### src/rtl/adjust_pulse_gen_pkg.sv
// adjust_pulse_gen_pkg: shared FSM states, direction codes and helpers for the adjust pulse generator
package adjust_pulse_gen_pkg;
  typedef logic [1:0] state_t;
  localparam state_t IDLE      = 2'd0;
  localparam state_t WAIT_HOLD = 2'd1;
  localparam state_t REPEAT    = 2'd2;
  localparam state_t LOCKOUT   = 2'd3;
  localparam logic DIR_UP   = 1'b0;
  localparam logic DIR_DOWN = 1'b1;
  function automatic int max_int(input int a, input int b);
    return (a > b) ? a : b;
  endfunction
endpackage

### src/rtl/button_debouncer.sv
// button_debouncer: 2-flop synchroniser, tick-qualified debounce and one-cycle press edge
module button_debouncer #(
  parameter int DB_N = 4
) (
  input  logic clk,
  input  logic rst,
  input  logic tick,
  input  logic btn,
  output logic level,
  output logic press
);
  localparam int CW = $clog2(DB_N + 1);
  logic [1:0] sync;
  logic [CW-1:0] cnt;
  logic s, s_d;
  always_ff @(posedge clk) begin
    if (rst) begin
      sync <= '0;
      cnt  <= '0;
      s    <= 1'b0;
      s_d  <= 1'b0;
    end else begin
      sync <= {sync[0], btn};
      s_d  <= s;
      if (tick) begin
        if (sync[1] == s) cnt <= '0;
        else if (cnt == CW'(DB_N - 1)) begin
          s   <= sync[1];
          cnt <= '0;
        end else cnt <= cnt + 1'b1;
      end
    end
  end
  assign level = s;
  assign press = s & ~s_d;
endmodule

### src/rtl/adjust_pulse_gen.sv
// adjust_pulse_gen: turns debounced set buttons into count-enable pulses with hold auto-repeat
module adjust_pulse_gen
  import adjust_pulse_gen_pkg::*;
#(
  parameter int DB_N       = 4,
  parameter int HOLD_TICKS = 50,
  parameter int REP_TICKS  = 10
) (
  input  logic clk,
  input  logic rst,
  input  logic tick,
  input  logic adj_en,
  input  logic btn_up,
  input  logic btn_down,
  output logic en,
  output logic upDown,
  output logic held
);
  localparam int MAXT = max_int(HOLD_TICKS, REP_TICKS);
  localparam int CW = $clog2(MAXT + 1);
  logic s_up, s_dn, p_up, p_dn;
  logic lat, opp, go_up, go_dn, hit;
  logic [CW-1:0] cnt, cnt_inc;
  state_t state;
  button_debouncer #(.DB_N(DB_N)) u_up (
    .clk(clk), .rst(rst), .tick(tick), .btn(btn_up), .level(s_up), .press(p_up)
  );
  button_debouncer #(.DB_N(DB_N)) u_dn (
    .clk(clk), .rst(rst), .tick(tick), .btn(btn_down), .level(s_dn), .press(p_dn)
  );
  always_comb begin
    cnt_inc = (cnt == CW'(MAXT)) ? cnt : cnt + 1'b1;
    lat     = upDown ? s_dn : s_up;
    opp     = upDown ? s_up : s_dn;
    go_up   = adj_en & p_up & ~s_dn;
    go_dn   = adj_en & p_dn & ~s_up;
    hit     = tick & (cnt_inc == CW'(state == WAIT_HOLD ? HOLD_TICKS : REP_TICKS));
  end
  always_ff @(posedge clk) begin
    if (rst) begin
      state  <= IDLE;
      cnt    <= '0;
      en     <= 1'b0;
      upDown <= DIR_UP;
      held   <= 1'b0;
    end else begin
      en <= 1'b0;
      case (state)
        IDLE:
          if (go_up | go_dn) begin
            en     <= 1'b1;
            upDown <= go_dn ? DIR_DOWN : DIR_UP;
            cnt    <= '0;
            held   <= 1'b1;
            state  <= WAIT_HOLD;
          end else if (s_up & s_dn) state <= LOCKOUT;
        WAIT_HOLD, REPEAT:
          if (!lat || !adj_en) begin
            held  <= 1'b0;
            state <= IDLE;
          end else if (opp) begin
            held  <= 1'b0;
            state <= LOCKOUT;
          end else if (tick) begin
            cnt <= hit ? '0 : cnt_inc;
            if (hit) begin
              en    <= 1'b1;
              state <= REPEAT;
            end
          end
        default:
          if (!s_up && !s_dn) state <= IDLE;
      endcase
    end
  end
endmodule

### config.mk
export PLATFORM = sky130hd
export DESIGN_NAME = adjust_pulse_gen
export DESIGN_NICKNAME = d
export VERILOG_FILES = /design/src/rtl/adjust_pulse_gen_pkg.sv /design/src/rtl/button_debouncer.sv /design/src/rtl/adjust_pulse_gen.sv
export SDC_FILE = /design/constraint.sdc
export NUM_CORES = 1
export LEC_CHECK = 0
export ABC_AREA = 0
export BUFFER_PORTS_ARGS = -buffer_cell sky130_fd_sc_hd__buf_2
export CORE_ASPECT_RATIO = 1.4
export CORE_UTILIZATION = 30
export DETAILED_ROUTE_END_ITERATION = 10
export SLEW_MARGIN = 10
export SYNTH_ARGS = -nofsm -noshare
export SYNTH_HDL_FRONTEND = slang
export SYNTH_SLANG_ARGS = --single-unit
### constraint.sdc
create_clock -name clk -period 2.8 [get_ports clk]
set_input_delay 0.84 -clock clk [delete_from_list [all_inputs] [get_ports clk]]
set_output_delay 0.84 -clock clk [all_outputs]
set_load 0.1 [all_outputs]
==> results of run 1 <==
-- per-layer routing --
layer,global-route usage (%),vias up,routed length (um)
li1,-,606,-
met1,15.7,548,1290
met2,23.3,17,1350
met3,1.87,4,58
met4,5.00,0,45
met5,0,-,0
-- worst register-to-register path, stage by stage (launching register included) --
cell                      delay, ps
sky130_fd_sc_hd__dfxtp_1        460
sky130_fd_sc_hd__ha_1           350
sky130_fd_sc_hd__nand3_1        200
sky130_fd_sc_hd__mux2i_1        170
sky130_fd_sc_hd__a311o_1        420
sky130_fd_sc_hd__a21oi_2        330
sky130_fd_sc_hd__a21o_1         190
sky130_fd_sc_hd__a32o_1         160
-- metrics by stage --
step | hold WS, ps | setup WS [ps] | area (um^2) | util [%]
after floorplan | 414 | 593 | 1390 | -
after global placement | 418 | 425 | 1480 | 34.0
after detailed placement | 420 | 474 | 1480 | 34.0
after CTS | 443 | 512 | 1530 | 35.2
after global routing | 469 | 332 | 1530 | 35.2
final | 442 | 486 | 1530 | 35.2
-- cells by family (layout without fill, tap and decap cells) --
family,Yosys count,after routing
simple gates,72,72
compound gates,37,37
flops,25,25
buf+inv,14,20
fa+ha+maj,7,7
mux,7,7
xor+xnor,3,3
-- registers in the layout, summed over array words and instances (netlist names), 2 cells and up --
signal / cells
cnt: 6
state: 2
u_up.sync: 2
u_dn.sync: 2
u_dn.cnt: 3
u_up.cnt: 3
-- power by group through the flow --
stage | registers [mW] | logic, mW | clock network, mW
4_1_cts | 0.381 | 0.200 | 0.232
3_5_place_dp | 0.389 | 0.200 | 0
3_3_place_gp | 0.389 | 0.197 | 0
6_report | 0.381 | 0.199 | 0.224
5_1_grt | 0.383 | 0.227 | 0.249
2_1_floorplan | 0.387 | 0.155 | 0
-- final cells by class --
cell class / count / share of cell area (%)
clock inverter: 1 / 0.491
tap: 60 / 4.91
multi-input combinational: 126 / 54.3
inverter: 7 / 1.72
sequential: 25 / 32.8
clock buffer: 3 / 2.70
timing repair buffer: 9 / 3.11
-- layout by cell type, fill, tap and decap left out, types with 2 or more instances in the layout --
cell	synthesis	layout
sky130_fd_sc_hd__nor3_1	6	6
sky130_fd_sc_hd__ha_1	7	7
sky130_fd_sc_hd__dfxtp_1	25	25
sky130_fd_sc_hd__nor3b_1	2	2
sky130_fd_sc_hd__a31oi_1	2	2
sky130_fd_sc_hd__o21ai_0	9	9
sky130_fd_sc_hd__nor2b_1	9	9
sky130_fd_sc_hd__o21ai_1	3	3
sky130_fd_sc_hd__buf_2	2	8
sky130_fd_sc_hd__nand3_1	8	8
sky130_fd_sc_hd__a32o_1	2	2
sky130_fd_sc_hd__nor2_1	13	13
sky130_fd_sc_hd__a21o_1	2	2
sky130_fd_sc_hd__and3_1	4	4
sky130_fd_sc_hd__mux2i_1	6	6
sky130_fd_sc_hd__a21oi_1	6	6
sky130_fd_sc_hd__nand2_1	13	13
sky130_fd_sc_hd__clkbuf_8	0	3
sky130_fd_sc_hd__inv_1	6	6
sky130_fd_sc_hd__xnor2_1	2	2
sky130_fd_sc_hd__nand2b_1	5	5
sky130_fd_sc_hd__nand4_1	4	4
sky130_fd_sc_hd__nand3b_1	3	3
-- how the worst max path moves through the flow --
| stage | start | slack (ps) | cells after the start | end |
|---|---|---|---|---|
| 5_1_grt | cnt[0]$_SDFFE_PP0P_ | 330 | 7 | cnt[2]$_SDFFE_PP0P_ |
| 6_report | cnt[0]$_SDFFE_PP0P_ | 490 | 7 | cnt[0]$_SDFFE_PP0P_ |
| 3_3_place_gp | tick | 430 | 7 | cnt[1]$_SDFFE_PP0P_ |
| 2_1_floorplan | upDown$_SDFFE_PP0P_ | 590 | 6 | cnt[0]$_SDFFE_PP0P_ |
| 4_1_cts | cnt[0]$_SDFFE_PP0P_ | 510 | 7 | cnt[0]$_SDFFE_PP0P_ |
| 3_5_place_dp | tick | 470 | 7 | cnt[0]$_SDFFE_PP0P_ |
==> results.cfg, run 1 <==
[run_status]
run_status = finished, final reports clean

[cells_and_area]
post_layout_nonfiller_instances = 231
post_route_cells_drive_above_1_share_pct = 9.94
final.fill_count = 489
multi_input_area_um2 = 830
n_antenna_cell = 0
sequential_cell_area_um2 = 500
area.growth.synth_to_final_pct = 10.3
design.final.nets = 185

[synth]
synthXorXnorAreaFrac_pct = 1.90
yosysMostFrequentCell = sky130_fd_sc_hd__dfxtp_1
portion_of_the_post_synthesis_area_used_by_sequential_elements_pct = 36.1
synth_compound_area_share_pct = 18.2
postSynthAreaPerCell_um2 = 8.39
post_synth_most_frequent_cells = 25 x sky130_fd_sc_hd__dfxtp_1, 13 x sky130_fd_sc_hd__nand2_1, 13 x sky130_fd_sc_hd__nor2_1
netlist.top_cell.by_area = sky130_fd_sc_hd__dfxtp_1
synth_edf_count = 0
yosysWarnings = 0
muxShareOfSynthArea_pct = 5.15
combinational_family_with_the_most_area_after_synthesis = simple AND/OR/NAND/NOR gates
ys_top_cells_by_area = sky130_fd_sc_hd__dfxtp_1 36%, sky130_fd_sc_hd__ha_1 6.3%, sky130_fd_sc_hd__mux2i_1 4.3%
synth_seq_cells = 25
yosys.cell_types.count = 44
synth_simple_gate_area_share_pct = 28.4
postSynth.asyncResetShare_pct = 0
synth_flop_cell = sky130_fd_sc_hd__dfxtp_1
synthAdderAreaFrac_pct = 6.32
netlist_instances = 165
synthesis.nets = 178
synth.cell_area_um2 = 1390
synth_top_area_share_pct = 36.1

[worst_setup_path]
crit_path_end_kind = flop
cp_cell_sequence = ha_1, nand3_1, mux2i_1, a311o_1, a21oi_2, a21o_1, a32o_1
path_delay_family = compound AO/OA/AOI/OAI gates
cp_slowest_cell = sky130_fd_sc_hd__dfxtp_1
timing.critical_path.from_type = flop
critPathArrivalTime_ps = 2540
critical_path.reg2reg.startpoint = cnt[0]$_SDFFE_PP0P_
r2r-end = cnt[0]$_SDFFE_PP0P_
required_ps = 3030
critical_path.max_fanout = 8
slowest_delay_ps = 460
timing_worst_setup_path_type = flop to flop
critPathBufInv = 0
r2r_setup_slack_ps = 490
cell_depth_of_the_worst_flop_to_flop_path = 7

[power]
power_switching_mw = 0.254
power_share_of_the_sequential_group_pct = 47.4
share_comb_of_total_power_pct = 24.7
static-leakage-power_nw = 0.587
internal-power_mw = 0.550
power.density_nw_per_um2 = 526
switching_portion_of_total_power_pct = 31.6
power.clock.fraction_pct = 27.9
worst_supply_voltage_drop_on_vdd_mv = 0.182
design_power_total_mw = 0.804

[global_routing]
grt_antenna_before_repair = 0
global_route_wire_length_before_repair_um = 4900
global_route.overflow_total = 0
grt_max_degree = 22
grt_pass1_vias = 1094
groute.usage.overall_pct = 13.1

[placed_design]
place.detailed.hpwl_um = 2030
dp.cells = 227
place.gp.congestion = 0.835
buffer_ports.inserted = 8

[die]
fp.dieH_um = 82.4
floorplan.initialDensity_pct = 31.9
rows = 28
num_io_pins = 9
chipWidth_um = 59.4
design.die.area_um2 = 4900
placeableCoreArea_um2 = 4340

[route]
vias = 1175
drt.antenna.violating_nets = 0
initialDrtViolationCount = 55
route.detailed.vias_per_inst = 5.09
remaining_drc_errors = 0
drt-wirelength-per-cell_um = 11.8
drt-total-wl_um = 2740
drt_first_pass_iters = 4

[sta]
min_period_over_period_pct = 82.6
timing.clock.skew_ps = 5.29
max_clock_freq_mhz = 432
finalHoldViolations = 0
rsz0062_at_grt = no
fin_setup_tns_ps = 0
finalWorstPathRequiredPeriod_ps = 2310
report.final.slew_viol_count = 0
worst_pin_slew_ps = 487
max_slew_margin_pct = 67.8
finalSetupViolations = 0

[cts]
cts_repair_resizes = 0
cts_buffers = 3
clkSinkCount = 25
worst_setup_hold_path_clk_slew_ps = 90
insertion_delay_ps = 280
clock_tree.htree_level_count = 1
post-cts-setup-buffers = 0
clock_tree_from_tritoncts = yes
root_buffer_cell = sky130_fd_sc_hd__clkbuf_8
maximum_count_of_clock_buffers_along_a_single_path = 2
hold_bufs_inserted_after_cts = 0

[job]
max_cap_viol_count = 0

[worst_hold_path]
hold_path_depth = 1
timing.hold.worst_endpoint = u_up.sync[1]$_SDFF_PP0_
holdCritPathClass = flop to flop
hold_path_startpoint = u_up.sync[0]$_SDFF_PP0_
No activity file was read; power rests on OpenSTA's default activity.
==> run 2, diff against run 1 <==
Settings changed: ABC_AREA 0 to 1.
Clock period 2.8 ns to 2 ns, I/O delays scaled along.
==> run 2 against run 1 <==
Cell count rose by 14%. Design area rose by 1.9%. Global-route usage fell by 0.71 points. Clock power rose by 31%. Largest cell class unchanged. Critical path type unchanged. Combinational power rose to 3.0 times the previous value. Maximum frequency rose by 32%. Worst hold slack got worse by 39 ps. Sequential share of layout area fell by 0.61 points. Count of clock-buffer cells in the layout rose by 1.
==> results.cfg, run 2 <==
[route]
remaining_drc_errors = 0
vias = 1205
route.detailed.vias_per_inst = 4.56
initialDrtViolationCount = 51
drt-wirelength-per-cell_um = 10.3
drt_first_pass_iters = 4
drt.antenna.violating_nets = 0
drt-total-wl_um = 2720

[die]
placeableCoreArea_um2 = 4500
fp.dieH_um = 82.7
chipWidth_um = 59.6
num_io_pins = 9
rows = 29
floorplan.initialDensity_pct = 31.0
design.die.area_um2 = 4930

[sta]
max_slew_margin_pct = 68.0
rsz0062_at_grt = no
finalWorstPathRequiredPeriod_ps = 1750
fin_setup_tns_ps = 0
timing.clock.skew_ps = 2.15
worst_pin_slew_ps = 484
postLayoutSetupSlackWorst_ps = 247
max_clock_freq_mhz = 571
finalHoldViolations = 0
min_period_over_period_pct = 87.6
finalSetupViolations = 0
report.final.slew_viol_count = 0

[cts]
hold_bufs_inserted_after_cts = 0
root_buffer_cell = sky130_fd_sc_hd__clkbuf_8
cts_repair_resizes = 0
post-cts-setup-buffers = 0
maximum_count_of_clock_buffers_along_a_single_path = 2
clkSinkCount = 25
insertion_delay_ps = 270
clock_tree.htree_level_count = 1
cts_buffers = 3
clock_tree_from_tritoncts = yes
worst_setup_hold_path_clk_slew_ps = 80

[power]
design_power_total_mw = 1.49
power.density_nw_per_um2 = 958
static-leakage-power_nw = 0.676
worst_supply_voltage_drop_on_vdd_mv = 0.319

[worst_setup_path]
critPathArrivalTime_ps = 1960
cp_cell_sequence = inv_1, ha_1, nand2_2, nor3b_2, nand2_2, nor2_4, o21ai_4, nor2_4, nand3_1, a21oi_2
crit_path_end_kind = flop
critical_path.max_fanout = 8
slowest_delay_ps = 380
cp_slowest_cell = sky130_fd_sc_hd__dfxtp_1
timing.critical_path.from_type = flop
timing_worst_setup_path_type = flop to flop
required_ps = 2210

[synth]
synth_flop_cell = sky130_fd_sc_hd__dfxtp_1
postSynth.asyncResetShare_pct = 0
ys_top_cells_by_area = sky130_fd_sc_hd__dfxtp_1 36%, sky130_fd_sc_hd__nand2_1 8.9%, sky130_fd_sc_hd__inv_1 6.7%
yosysMostFrequentCell = sky130_fd_sc_hd__nand2_1
synth.cell_area_um2 = 1390
synth_top_area_share_pct = 35.9
yosys.cell_types.count = 28
netlist_instances = 191
netlist.top_cell.by_area = sky130_fd_sc_hd__dfxtp_1
synth_edf_count = 0
yosysWarnings = 0
post_synth_most_frequent_cells = 33 x sky130_fd_sc_hd__nand2_1, 25 x sky130_fd_sc_hd__dfxtp_1, 25 x sky130_fd_sc_hd__inv_1
portion_of_the_post_synthesis_area_used_by_sequential_elements_pct = 35.9
synthesis.nets = 204
synth_seq_cells = 25
postSynthAreaPerCell_um2 = 7.30

[job]
max_cap_viol_count = 0

[cells_and_area]
commonest_non_fill_non_tap_cell_in_the_layout = sky130_fd_sc_hd__nand2_1
sequential_cell_area_um2 = 500
multi_input_area_um2 = 762
area.growth.synth_to_final_pct = 11.7
final.fill_count = 518
design.final.nets = 216
post_route_cells_drive_above_1_share_pct = 17.8
max_flop_register = cnt
layout.cells.most_common_list = 33 x sky130_fd_sc_hd__nand2_1, 25 x sky130_fd_sc_hd__inv_1, 25 x sky130_fd_sc_hd__dfxtp_1
leading_registers_by_flop_count = cnt (6), u_dn.cnt (3), u_up.cnt (3)
n_antenna_cell = 0
largest_register_ff_count = 6

[placed_design]
dpl_worst_slack_ps = 244
buffer_ports.inserted = 8
place.gp.congestion = 0.837
place.detailed.hpwl_um = 2120

[global_routing]
grt_pass1_vias = 1109
global_route.overflow_total = 0
groute.usage.overall_pct = 12.4
grt_max_degree = 18
global_route_wire_length_before_repair_um = 4590
grt_antenna_before_repair = 0

[worst_hold_path]
holdCritPathClass = flop to flop

[run_status]
run_status = finished, final reports clean
run 2: layer usage:
metal	share of wire, %	GRT usage, %	vias to the layer above
met1	43	13.3	554
li1	-	-	636
met2	53	23.6	10
met5	0	0	-
met4	1.4	4.88	0
met3	2.0	2.02	5
run 2: cell type report:
type / count / area share [%]
Clock buffer: 4 / 2.89
Inverter: 29 / 6.99
Multi-Input combinational cell: 133 / 49.0
Sequential cell: 25 / 32.2
Tap cell: 62 / 4.98
Timing Repair Buffer: 11 / 4.02
run 2: final timing paths:
| path | slack (ps) | startpoint | to | cells after the start |
|---|---|---|---|---|
| max | 250 | state[0]$_SDFFE_PP0P_ | cnt[4]$_SDFFE_PP0P_ | 10 |
| min | 400 | u_dn.sync[0]$_SDFF_PP0_ | u_dn.sync[1]$_SDFF_PP0_ | 2 |
| max reg2reg | 250 | state[0]$_SDFFE_PP0P_ | cnt[4]$_SDFFE_PP0P_ | 10 |
| min reg2reg | 400 | u_dn.sync[0]$_SDFF_PP0_ | u_dn.sync[1]$_SDFF_PP0_ | 2 |
run 2: power by group:
group / internal, mW / switching [mW] / leakage (nW)
combinational: 0.202 / 0.401 / 0.450
clock: 0.142 / 0.151 / 0.0228
sequential: 0.547 / 0.0471 / 0.204
total: 0.891 / 0.600 / 0.676
run 2: worst max-delay path: cells and delay by family (launching register included):
kind                     cells  cell delay, ps
flip-flops                   1             380
adder cells (fa/ha/maj)      1             310
buffers and inverters        1              60
AND/OR/NAND/NOR              6             700
AO/OA/AOI/OAI                2             230
run 2: cell families after synthesis:
family / synth area share [%]
buffers and inverters: 9.43
AOI/OAI and AO/OA: 13.9
adders and majority gates: 6.28
DFF: 35.9
xor gates and xnor gates: 1.89
and+or+nand+nor: 32.6
run 2: through the flow:
step | instance area (um^2) | util [%] | instances | hold slack [ps]
2_1_floorplan | 1390 | - | 191 | 388
3_3_place_gp | 1510 | 33.6 | 260 | 390
3_5_place_dp | 1510 | 33.6 | 260 | 395
4_1_cts | 1560 | 34.6 | 264 | 407
5_1_grt | 1560 | 34.6 | 264 | 439
6_report | 1560 | 34.6 | 264 | 404
==> run 3, diff against run 2 <==
Settings changed: CORE_UTILIZATION 30 to 53, PLACE_DENSITY from default to 0.74.
==> run 3 against run 2 <==
Total power is 4.0% lower. Sequential power hardly changed. Critical endpoint is now cnt[3]$_SDFFE_PP0P_. Sequential cell count stayed put. Register-to-register slack worse by 40 ps. Clock power is 25% lower. Wire length is 2.9% lower. Non-clock buffer count is 1 lower. Combinational power is 2% higher. Cell count is 11% lower. First-iteration DRC count is 31% lower.
==> results.cfg, run 3 (same netlist as run 2, synthesis figures left out) <==
[worst_setup_path]
crit_end = cnt[3]$_SDFFE_PP0P_
required_ps = 2260
critPathArrivalTime_ps = 2060
critical_path.reg2reg.startpoint = state[0]$_SDFFE_PP0P_
cp_slowest_cell = sky130_fd_sc_hd__dfxtp_1
critical_path.max_fanout = 8
timing_worst_setup_path_type = flop to flop
timing.critical_path.from_type = flop
cell_depth_of_the_worst_flop_to_flop_path = 10
cp_cell_sequence = inv_1, ha_1, nand2_2, nor3b_2, nand2_2, nor2_4, o21ai_4, nor2_4, nand3b_1, a21oi_2
r2r-end = cnt[3]$_SDFFE_PP0P_
r2r_setup_slack_ps = 200
crit_path_end_kind = flop
slowest_delay_ps = 410
worstSetupStartpoint = state[0]$_SDFFE_PP0P_

[cells_and_area]
post_route_cells_drive_above_1_share_pct = 17.9
commonest_non_fill_non_tap_cell_in_the_layout = sky130_fd_sc_hd__nand2_1
max_flop_register = cnt
largest_register_ff_count = 6
area.growth.synth_to_final_pct = 7.36
design.final.nets = 215
leading_registers_by_flop_count = cnt (6), u_dn.cnt (3), u_up.cnt (3)
n_antenna_cell = 0
layout.cells.most_common_list = 33 x sky130_fd_sc_hd__nand2_1, 25 x sky130_fd_sc_hd__inv_1, 25 x sky130_fd_sc_hd__dfxtp_1
final.fill_count = 233

[global_routing]
grt_max_degree = 18
global_route.overflow_total = 0
grt_pass1_vias = 1203
global_route_wire_length_before_repair_um = 4540
groute.usage.overall_pct = 20.8
grt_antenna_before_repair = 0

[die]
placeableCoreArea_um2 = 2440
floorplan.initialDensity_pct = 57.0
fp.dieH_um = 62.7
num_io_pins = 9
rows = 21
design.die.area_um2 = 2840
chipWidth_um = 45.3

[sta]
hold-worst-slack_ps = 417
max_slew_margin_pct = 67.9
fin_setup_tns_ps = 0
timing.clock.skew_ps = 6.30
finalHoldViolations = 0
finalSetupViolations = 0
min_period_over_period_pct = 89.9
max_clock_freq_mhz = 556
worst_pin_slew_ps = 485
finalWorstPathRequiredPeriod_ps = 1800
report.final.slew_viol_count = 0
postLayoutSetupSlackWorst_ps = 203
rsz0062_at_grt = no

[cts]
maximum_count_of_clock_buffers_along_a_single_path = 2
post-cts-setup-buffers = 0
clock_tree.htree_level_count = 1
insertion_delay_ps = 320
cts_repair_resizes = 0
hold_bufs_inserted_after_cts = 0
root_buffer_cell = sky130_fd_sc_hd__clkbuf_4
worst_setup_hold_path_clk_slew_ps = 130
clock_tree_from_tritoncts = yes
cts_buffers = 3
clkSinkCount = 25

[route]
drt-wirelength-per-cell_um = 11.2
drt.antenna.violating_nets = 0
initialDrtViolationCount = 35
route.detailed.vias_per_inst = 5.30
remaining_drc_errors = 0
drt_first_pass_iters = 5
drt-total-wl_um = 2640
vias = 1245

[placed_design]
place.detailed.hpwl_um = 2040
place.gp.congestion = 0.870
buffer_ports.inserted = 8
dpl_worst_slack_ps = 239

[run_status]
run_status = finished, final reports clean

[power]
worst_supply_voltage_drop_on_vdd_mv = 0.535
power.density_nw_per_um2 = 956
static-leakage-power_nw = 0.666

[worst_hold_path]
holdCritPathClass = flop to flop
hold_path_depth = 2

[job]
max_cap_viol_count = 0
## run 3: changes by cell type in the layout (fill, tap and decap cells not counted), sizes merged
| cell | previous run | this run |
|---|---|---|
| clkinv | 1 | 2 |
| buf | 11 | 10 |
| clkbuf | 4 | 3 |
## run 3: critical path, delay by kind of cell, from the launching register on
kind                       cells  cell delay [ps]
buffers and inverters          1               70
DFF                            1              410
AOI/OAI and AO/OA              2              220
adders and majority gates      1              320
and+or+nand+nor                6              710
## run 3: through the flow
step	cell area [um^2]	cells	util [%]	total power, mW
floorplan	1390	191	-	1.08
global placement	1470	231	60.1	1.19
detailed placement	1470	231	60.1	1.22
CTS	1500	235	61.2	1.44
global route	1500	235	61.2	1.55
finish	1500	235	61.2	1.43
## run 3: area by class of cell
| cell class | instances | area (um^2) | share of cell area, % |
|---|---|---|---|
| inverter | 29 | 109 | 7.27 |
| sequential | 25 | 500 | 33.4 |
| clock inverter | 1 | 5.00 | 0.334 |
| timing repair buffer | 10 | 55.1 | 3.68 |
| clock buffer | 3 | 22.5 | 1.51 |
| multi-input combinational | 133 | 762 | 50.9 |
| tap | 34 | 42.5 | 2.84 |
## run 3: how the worst min path moves through the flow
stage               slack [ps]                      end               startpoint
CTS                        420  u_up.sync[1]$_SDFF_PP0_  u_up.sync[0]$_SDFF_PP0_
global route               450  u_up.sync[1]$_SDFF_PP0_  u_up.sync[0]$_SDFF_PP0_
floorplan                  390  u_dn.sync[1]$_SDFF_PP0_  u_dn.sync[0]$_SDFF_PP0_
finish                     420  u_up.sync[1]$_SDFF_PP0_  u_up.sync[0]$_SDFF_PP0_
global placement           400  u_dn.sync[1]$_SDFF_PP0_  u_dn.sync[0]$_SDFF_PP0_
detailed placement         400  u_up.sync[1]$_SDFF_PP0_  u_up.sync[0]$_SDFF_PP0_
## run 3: layer usage
layer  global-route usage (%)  vias to the layer above  part of all wire (%)
li1                         -                      634                     -
met1                     21.8                      592                    42
met2                     38.2                       13                    54
met3                     1.73                        6                   1.5
met4                     10.6                        0                   2.0
met5                        0                        -                     0
## run 3: report_power, final
group	total [mW]	internal [mW]	switching (mW)	leakage, nW
sequential	0.594	0.547	0.0471	0.204
combinational	0.616	0.202	0.414	0.445
clock	0.221	0.0748	0.146	0.0177
